===== src/rtl/pong_pkg.sv =====
// pong_pkg: definitions shared by the button event blocks.
// Holds the 2-bit debounce FSM state encoding, the default timing
// constants for a 100 MHz clock, and a small max helper used when
// sizing counters.
package pong_pkg;

  typedef enum logic [1:0] {
    BTN_IDLE     = 2'd0,  // level 0, input agrees
    BTN_RISE_CHK = 2'd1,  // level 0, input high, qualifying
    BTN_HELD     = 2'd2,  // level 1, input agrees
    BTN_FALL_CHK = 2'd3   // level 1, input low, qualifying
  } btn_state_e;

  localparam int unsigned BTN_STABLE_10MS     = 1_000_000;
  localparam int unsigned BTN_RPT_DELAY_300MS = 30_000_000;
  localparam int unsigned BTN_RPT_PERIOD_50MS = 5_000_000;

  function automatic int unsigned max_u(input int unsigned a, input int unsigned b);
    return (a > b) ? a : b;
  endfunction

endpackage


===== src/rtl/btn_stab_filter.sv =====
// btn_stab_filter: stability filter for one synchronised button.
// The filtered level flips only after the input has disagreed with it
// for STABLE_CYCLES consecutive samples.
// Ports:
//   clk       in  system clock
//   rst       in  synchronous, active-high reset
//   btn_sync  in  synchronised raw button level
//   btn_level out registered filtered level
//   rise      out strobe: btn_level becomes 1 at the next clock edge
//   fall      out strobe: btn_level becomes 0 at the next clock edge
// rise/fall are early (combinational) strobes so that the parent can
// register its pulses in the same cycle btn_level changes.
module btn_stab_filter
  import pong_pkg::*;
#(
  parameter int unsigned STABLE_CYCLES = BTN_STABLE_10MS
) (
  input  logic clk,
  input  logic rst,
  input  logic btn_sync,
  output logic btn_level,
  output logic rise,
  output logic fall
);

  localparam int unsigned STAB_W = $clog2(STABLE_CYCLES);
  localparam logic [STAB_W-1:0] STAB_LAST = STAB_W'(STABLE_CYCLES - 1);
  localparam logic [STAB_W-1:0] STAB_ONE  = STAB_W'(1);

  btn_state_e        state_q, state_d;
  logic [STAB_W-1:0] stab_cnt_q, stab_cnt_d;
  logic              level_q, level_d;

  always_comb begin
    state_d    = state_q;
    stab_cnt_d = stab_cnt_q;
    rise       = 1'b0;
    fall       = 1'b0;
    case (state_q)
      // The first disagreeing sample already counts as one.
      BTN_IDLE: begin
        if (btn_sync) begin
          state_d    = BTN_RISE_CHK;
          stab_cnt_d = STAB_ONE;
        end
      end
      BTN_RISE_CHK: begin
        if (!btn_sync) begin
          state_d    = BTN_IDLE;
          stab_cnt_d = '0;
        end else if (stab_cnt_q == STAB_LAST) begin
          state_d    = BTN_HELD;
          stab_cnt_d = '0;
          rise       = 1'b1;
        end else begin
          stab_cnt_d = stab_cnt_q + STAB_ONE;
        end
      end
      BTN_HELD: begin
        if (!btn_sync) begin
          state_d    = BTN_FALL_CHK;
          stab_cnt_d = STAB_ONE;
        end
      end
      BTN_FALL_CHK: begin
        if (btn_sync) begin
          state_d    = BTN_HELD;
          stab_cnt_d = '0;
        end else if (stab_cnt_q == STAB_LAST) begin
          state_d    = BTN_IDLE;
          stab_cnt_d = '0;
          fall       = 1'b1;
        end else begin
          stab_cnt_d = stab_cnt_q + STAB_ONE;
        end
      end
      default: begin
        state_d    = BTN_IDLE;
        stab_cnt_d = '0;
      end
    endcase

    level_d = level_q;
    if (rise) level_d = 1'b1;
    if (fall) level_d = 1'b0;
  end

  always_ff @(posedge clk) begin
    if (rst) begin
      state_q    <= BTN_IDLE;
      stab_cnt_q <= '0;
      level_q    <= 1'b0;
    end else begin
      state_q    <= state_d;
      stab_cnt_q <= stab_cnt_d;
      level_q    <= level_d;
    end
  end

  assign btn_level = level_q;

endmodule


===== src/rtl/btn_event_gen.sv =====
// btn_event_gen: turns a synchronised button level into game events.
// Ports:
//   clk           in  100 MHz system clock
//   rst           in  synchronous, active-high reset
//   btn_sync      in  synchronised raw button level
//   btn_level     out filtered (debounced) level
//   press_pulse   out one-cycle pulse on filtered 0->1
//   release_pulse out one-cycle pulse on filtered 1->0
//   step_pulse    out one-cycle pulse on press, then auto-repeat while held
// All outputs are registered.
module btn_event_gen
  import pong_pkg::*;
#(
  parameter int unsigned STABLE_CYCLES = BTN_STABLE_10MS,
  parameter int unsigned REPEAT_DELAY  = BTN_RPT_DELAY_300MS,
  parameter int unsigned REPEAT_PERIOD = BTN_RPT_PERIOD_50MS
) (
  input  logic clk,
  input  logic rst,
  input  logic btn_sync,
  output logic btn_level,
  output logic press_pulse,
  output logic release_pulse,
  output logic step_pulse
);

  localparam int unsigned RPT_W = $clog2(max_u(REPEAT_DELAY, REPEAT_PERIOD) + 1);
  localparam logic [RPT_W-1:0] DELAY_LAST  = RPT_W'(REPEAT_DELAY - 1);
  localparam logic [RPT_W-1:0] PERIOD_LAST = RPT_W'(REPEAT_PERIOD - 1);
  localparam logic [RPT_W-1:0] RPT_ONE     = RPT_W'(1);

  logic level, rise, fall;

  btn_stab_filter #(
    .STABLE_CYCLES(STABLE_CYCLES)
  ) u_filter (
    .clk      (clk),
    .rst      (rst),
    .btn_sync (btn_sync),
    .btn_level(level),
    .rise     (rise),
    .fall     (fall)
  );

  logic [RPT_W-1:0] rpt_cnt_q, rpt_cnt_d;
  logic             rpt_phase_q, rpt_phase_d;  // 1 once the first repeat has fired
  logic             press_q, press_d;
  logic             release_q, release_d;
  logic             step_q, step_d;
  logic             rpt_due;

  always_comb begin
    // Counter holds cycle index since rise (or since last repeat); a step
    // registered now lands exactly REPEAT_DELAY / REPEAT_PERIOD after.
    rpt_due = level && (rpt_phase_q ? (rpt_cnt_q == PERIOD_LAST)
                                    : (rpt_cnt_q == DELAY_LAST));
    rpt_cnt_d   = rpt_cnt_q;
    rpt_phase_d = rpt_phase_q;
    if (!level || fall) begin
      rpt_cnt_d   = '0;
      rpt_phase_d = 1'b0;
    end else if (rpt_due) begin
      rpt_cnt_d   = '0;
      rpt_phase_d = 1'b1;
    end else begin
      rpt_cnt_d   = rpt_cnt_q + RPT_ONE;
    end

    press_d   = rise;
    release_d = fall;
    // A repeat landing on the falling edge is dropped.
    step_d    = rise || (rpt_due && !fall);
  end

  always_ff @(posedge clk) begin
    if (rst) begin
      rpt_cnt_q   <= '0;
      rpt_phase_q <= 1'b0;
      press_q     <= 1'b0;
      release_q   <= 1'b0;
      step_q      <= 1'b0;
    end else begin
      rpt_cnt_q   <= rpt_cnt_d;
      rpt_phase_q <= rpt_phase_d;
      press_q     <= press_d;
      release_q   <= release_d;
      step_q      <= step_d;
    end
  end

  assign btn_level     = level;
  assign press_pulse   = press_q;
  assign release_pulse = release_q;
  assign step_pulse    = step_q;

endmodule


===== config.mk =====
export PLATFORM = sky130hd
export DESIGN_NAME = btn_event_gen
export DESIGN_NICKNAME = d
export VERILOG_FILES = /design/src/rtl/pong_pkg.sv /design/src/rtl/btn_stab_filter.sv /design/src/rtl/btn_event_gen.sv
export SDC_FILE = /design/constraint.sdc
export NUM_CORES = 1
export LEC_CHECK = 0
export BUFFER_PORTS_ARGS = -buffer_cell sky130_fd_sc_hd__buf_4
export CORE_MARGIN = 2
export CORE_UTILIZATION = 55
export CTS_BUF_LIST = sky130_fd_sc_hd__clkbuf_8 sky130_fd_sc_hd__clkbuf_16
export DETAILED_ROUTE_END_ITERATION = 10
export PLACE_DENSITY = 0.76
export REMOVE_ABC_BUFFERS = 1
export SYNTH_ARGS = -nofsm -noshare
export SYNTH_HDL_FRONTEND = slang
export SYNTH_HIERARCHICAL = 1
export SYNTH_SLANG_ARGS = --single-unit

===== constraint.sdc =====
create_clock -name clk -period 2.39 [get_ports clk]
set_clock_uncertainty 0.1 [all_clocks]
set_input_delay 0.1195 -clock clk [delete_from_list [all_inputs] [get_ports clk]]
set_output_delay 0.1195 -clock clk [all_outputs]
set_load 0.02 [all_outputs]

Yosys cells after proc, flatten, opt, wreduce, memory -nomap -nowiden

Cells that the tools add are included.

Flip-flop bits (word level): 52
Bits in latches: 0
Bits in writable memories: 0
Bits in read-only memories: 0
Output and inout port bits: 4
Memories kept: 0

Add/sub/neg operators: 2
Multipliers: 0
Div/mod/pow operators: 0
$lt $le $gt $ge: 0
Equality and inequality tests: 10
Shifts and indexed selects: 0
Mux-type cells: 19
Bitwise logic cells: 0
Reductions and logical operators: 12

Operators by type and width:

| cell                    | number |
|---|---|
| $mux W20                | 5 |
| $pmux W20 S4            | 1 |
| $add A25 B1 Y25 const B | 1 |
| $eq A25 B23 Y1 const B  | 1 |
| $eq A25 B25 Y1 const B  | 1 |
| $add A20 B1 Y20 const B | 1 |
| $eq A20 B20 Y1 const B  | 1 |
| $mux W2                 | 6 |
| $pmux W2 S4             | 1 |
| $mux W1                 | 6 |
| $ne A3 B2 Y1 const B    | 2 |
| $eq A2 B2 Y1 const B    | 2 |
| $ne A2 B2 Y1 const B    | 2 |
| $reduce_and A4 Y1       | 1 |
| $reduce_or A2 Y1        | 2 |
| $reduce_or A3 Y1        | 1 |
| $eq A2 B1 Y1 const B    | 1 |
| $logic_and A1 B1 Y1     | 2 |
| $logic_not A1 Y1        | 2 |
| $logic_not A2 Y1        | 1 |
| $logic_or A1 B1 Y1      | 2 |
| $reduce_and A2 Y1       | 1 |

Depth between registers and ports, before layout

Depth in word-level cells: 7
Gate-level depth with buffers: 9
Mapped depth without buffers: 8

Modules after synthesis

Netlist, hierarchy kept.

Modules (own cells, without submodules):

| module          | instances | cells an instance | area an instance (um^2) | seq. area each (um^2) |
|---|---|---|---|---|
| btn_event_gen   | 1         | 151               | 1390.1                  | 580.6 |
| btn_stab_filter | 1         | 144               | 1261.2                  | 460.4 |

Least setup slack after synthesis

Ideal clock, no wire load.

Path kind: flip-flop to flip-flop
From: register u_filter.stab_cnt_q[0]
To: register rpt_cnt_q[5]
Setup time: 0.133 ns
Arrival: 2.190 ns
Slack: -0.034 ns
Stages on the path, launching flop included: 10
Path buffers: 1
Period minus slack after synthesis: 2.424 ns
Path through: dfxtp_1 -> ha_1 -> and4_1 -> and4_2 -> and3_2 -> nor3b_1 -> nor2_1 -> nand2_1 -> clkbuf_1 -> nor3_1

Longest elaborated chain between the ends: 6

Ends and longest elaborated chain:

| what                              | line                  | source |
|---|---|---|
| from (decl)                       | btn_stab_filter.sv:31 | `logic [STAB_W-1:0] stab_cnt_q, stab_cnt_d;` |
| from (signal assigned)            | btn_stab_filter.sv:95 | `stab_cnt_q <= stab_cnt_d;` |
| $eq A20 B20 Y1                    | btn_stab_filter.sv:69 | `end else if (stab_cnt_q == STAB_LAST) begin` |
| $mux W1                           | btn_stab_filter.sv:69 |  |
| $mux W1                           | btn_stab_filter.sv:66 | `if (btn_sync) begin` |
| $mux W1                           | btn_stab_filter.sv:39 | `case (state_q)` |
| via fall                          | btn_event_gen.sv:32   | `logic level, rise, fall;` |
| $logic_or A1 B1 Y1                | btn_event_gen.sv:59   | `if (!level \|\| fall) begin` |
| $reduce_or A3 Y1 (no source line) | --                    |  |
| to (signal assigned)              | btn_event_gen.sv:83   | `rpt_cnt_q <= rpt_cnt_d;` |
| to (decl)                         | btn_event_gen.sv:45   | `logic [RPT_W-1:0] rpt_cnt_q, rpt_cnt_d;` |

The timed path passes the listed nets, and every way through them passes these cells.
A chain may end at the register's enable or synchronous reset.

Final worst setup path

From: register rpt_cnt_q[20]
To: register rpt_cnt_q[18]

Longest elaborated chain between the ends: 4

Ends and longest elaborated chain:

| what                                                    | line                                     | source |
|---|---|---|
| $eq A25 B25 Y1 / $eq A25 B23 Y1 (equally long branches) | btn_event_gen.sv:56, btn_event_gen.sv:55 |  |
| $mux W1 *                                               | btn_event_gen.sv:55                      | `rpt_due = level && (rpt_phase_q ? (rpt_cnt_q == PERIOD_LAST)` |
| $logic_and A1 B1 Y1 *                                   | btn_event_gen.sv:55                      |  |
| $reduce_or A3 Y1 (no source line) *                     | --                                       |  |

Every way passes the cells marked *; elsewhere a longest branch is shown, timed or not.

==> impl_metrics.ini <==
[yosys]
synth_top_area_share_pct = 39.3
yosys_warnings = 6
yosysTopAreaCell = dfxtp_1
synth_commonest_cells = dfxtp_1, nand2_1, nor3_1
synth_enable_flop_cells = 0
synthTopCellsByArea = dfxtp_1, nor3_1, nand3_1, a211oi_1, xnor2_1
ys_async_sr_fraction_pct = 0
synth_seq_area_share_pct = 39.3
synth_cells = 295
synth.most_common_cell = dfxtp_1
ys_ff_latch = 52
synthDistinctLibCells = 57
netlist_area_um2 = 2650
avgSynthCellArea_um2 = 8.99
synthFlopType = dfxtp_1

[clock_tree]
cts-root-buf = clkbuf_8
htreeDepth = 2
clockBufferDepth = 2
cts_num_sinks = 52
cts-buffers-inserted = 5
clk_pin_slew_ns = 0.09
cts_tree = built
clk_latency_ns = 0.30

[worst_setup_path]
reg2reg_from = rpt_cnt_q[20]$_SDFF_PP0_
r2r_setup_slack_ns = 0.12
cp.arrival_ns = 2.35
start_kind = flop
timing.rr.end = rpt_cnt_q[18]$_SDFF_PP0_
worst-path-max-fanout = 7
cp.required_ns = 2.47
timing_worst_setup_path_type = reg -> reg
endpoint_kind = flop
reg2reg_depth = 5

[global_routing]
antenna_found_initial = 0
grt_pass1_wl_mm = 9.23
overflow = 0
grt_pass1_vias = 2140
grt_start_max_net_pins = 28
grt.total_usage_pct = 21.5

[routing]
initialDrtViolationCount = 157
drt.antenna.violating_nets = 0
vias = 2253
drt_wl_total_mm = 5.16
drtPass1Iterations = 4
wl_per_cell_um = 14.2
drcViolationCount = 0
routed_via_density = 6.21

[die]
initial_core_util_pct = 56.5
die_w_um = 73.4
ios = 7
dieArea_um2 = 5390
fp.dieH_um = 73.4
placementRows = 25
core-area_um2 = 4690

[placement]
pre_cts_ws_ns = 0.0923
dp_hpwl_mm = 3.75
globalplace.congestion = 0.826
dp_cells = 355
place.port_buffers = 6

[pwr]
power.density_nw_per_um2 = 479
switchingPower_uw = 298
combPwrFrac_pct = 3.5
leakagePower_uw = 0.000908
sw_frac_of_total_pct = 21.5
total_power_uw = 1380
clock_power_share_pct = 33.3
ir_drop_v = 0.000443
cellInternalPower_uw = 1090
seqPwrFrac_pct = 63.2

[sta]
fin_crit_sh_pct = 94.9
setup_total_negative_slack_ns = 0
fmax_mhz = 441
setup_viol = 0
maxSlewHeadroom_pct = 70.5
max_slew.worst_pin.slew_ns = 0.440
final_max_slew_viol_count = 0
hold_viol = 0
post-route-min-period_ns = 2.27
rsz0062_at_grt = no
setup_slack_ns = 0.122

[final_layout]
area_delta_synth_final_pct = 8.92
antenna_cells = 0
layout-drive-gt1-share_pct = 16.8
instances_no_fill = 363
nNetsFinal = 314
post-route-util_pct = 61.5

[flow_run]
cap_violations = 0

[worst_hold_path]
hold_start = btn_sync
hold_depth = 3
hp-class = in -> reg

[status]
status = finished, final reports clean
stage by stage:
stage	area [µm²]	hold WS (ns)
finish	2890	0.0129
global placement	2780	0.271
detailed placement	2780	0.282
floorplan	2560	0.0886
global route	2890	0.0382
CTS	2870	0.00357
state kept, by name, indices dropped and copies added (netlist names), named ones only:
signal and count:
press_pulse 1, release_pulse 1, rpt_cnt_q 25, rpt_phase_q 1, step_pulse 1, u_filter/btn_level 1
u_filter/stab_cnt_q 20, u_filter/state_q 1
how the worst max path moves through the flow:
stage                                                   start                       end  slack (ns)  cells past startpoint
after floorplan           u_filter/stab_cnt_q[0]$_SDFFE_PP0P_     step_pulse$_SDFF_PP0_       -0.07                      8
after global placement                rpt_cnt_q[0]$_SDFF_PP0_  rpt_cnt_q[20]$_SDFF_PP0_        0.12                      5
after detailed placement              rpt_cnt_q[0]$_SDFF_PP0_  rpt_cnt_q[20]$_SDFF_PP0_        0.09                      5
after CTS                             rpt_cnt_q[0]$_SDFF_PP0_  rpt_cnt_q[18]$_SDFF_PP0_        0.07                      5
after global routing                  rpt_cnt_q[0]$_SDFF_PP0_  rpt_cnt_q[22]$_SDFF_PP0_       0.004                      5
final                                rpt_cnt_q[20]$_SDFF_PP0_  rpt_cnt_q[18]$_SDFF_PP0_        0.12                      5
power groups by stage:
stage               Clock (µW)  Sequential, µW  Combinational (µW)
floorplan                    0             896                27.6
global placement             0             895                46.5
detailed placement           0             896                46.9
CTS                        481             875                48.3
global route               517             877                54.0
finish                     461             875                48.2
cell families (layout without fill, tap and decap cells):
family	after synthesis	after routing	synth area share [%]
multiplexers	3	3	1.13
buffers and inverters	24	38	4.95
AO/OA/AOI/OAI	68	68	17.0
adder cells (fa/ha/maj)	2	2	0.944
AND/OR/NAND/NOR	128	128	30.5
XOR/XNOR	18	18	6.23
flip-flops	52	52	39.3
cell usage in the layout, fill, tap and decap left out, drive strengths merged, types with 2 or more instances in the layout:
cell type,n
nand2b,2
nor2b,2
inv,13
nor4,5
a21o,2
nand2,19
or2b,2
and3,4
nand3,19
nor2,8
or4b,2
nor4b,2
or3,13
and4,4
o31ai,6
xor2,9
a211oi,13
mux2i,3
nor3,19
o21ai,18
ha,2
nor3b,3
dfxtp,52
buf,18
xnor2,9
a31oi,8
clkbuf,5
nand4,10
a21oi,15
or4,10
routing by layer:
metal,track usage [%],routed length [µm],up-vias
met5,0,0,-
met4,7.88,67,0
met3,4.94,140,6
met2,38.0,2710,22
met1,25.1,2240,1089
li1,-,-,1136
area by class of cell:
type | instances | area [µm²]
clock buffer | 5 | 68.8
tap | 54 | 67.6
fill | 420 | 1800
multi-input combinational | 219 | 1500
inverter | 12 | 45.0
timing repair buffer | 19 | 158
clock inverter | 2 | 8.76
sequential | 52 | 1040
critical path, cell delays in order, from the launching register on:
cell,delay (ns)
dfxtp_1,0.35
or4b_2,0.68
nor4_1,0.40
o211a_1,0.35
buf_4,0.21
a211oi_1,0.05
timing repair:
item / 4_1_cts / 5_1_grt
buffers inserted: 0 / 0
resized for setup: 0 / 4
endpoints found under the hold margin: 7 / 0
hold buffers: 1 / 0
setup endpoints to repair: 0 / 27
No activity file was read; power rests on OpenSTA's default activity.
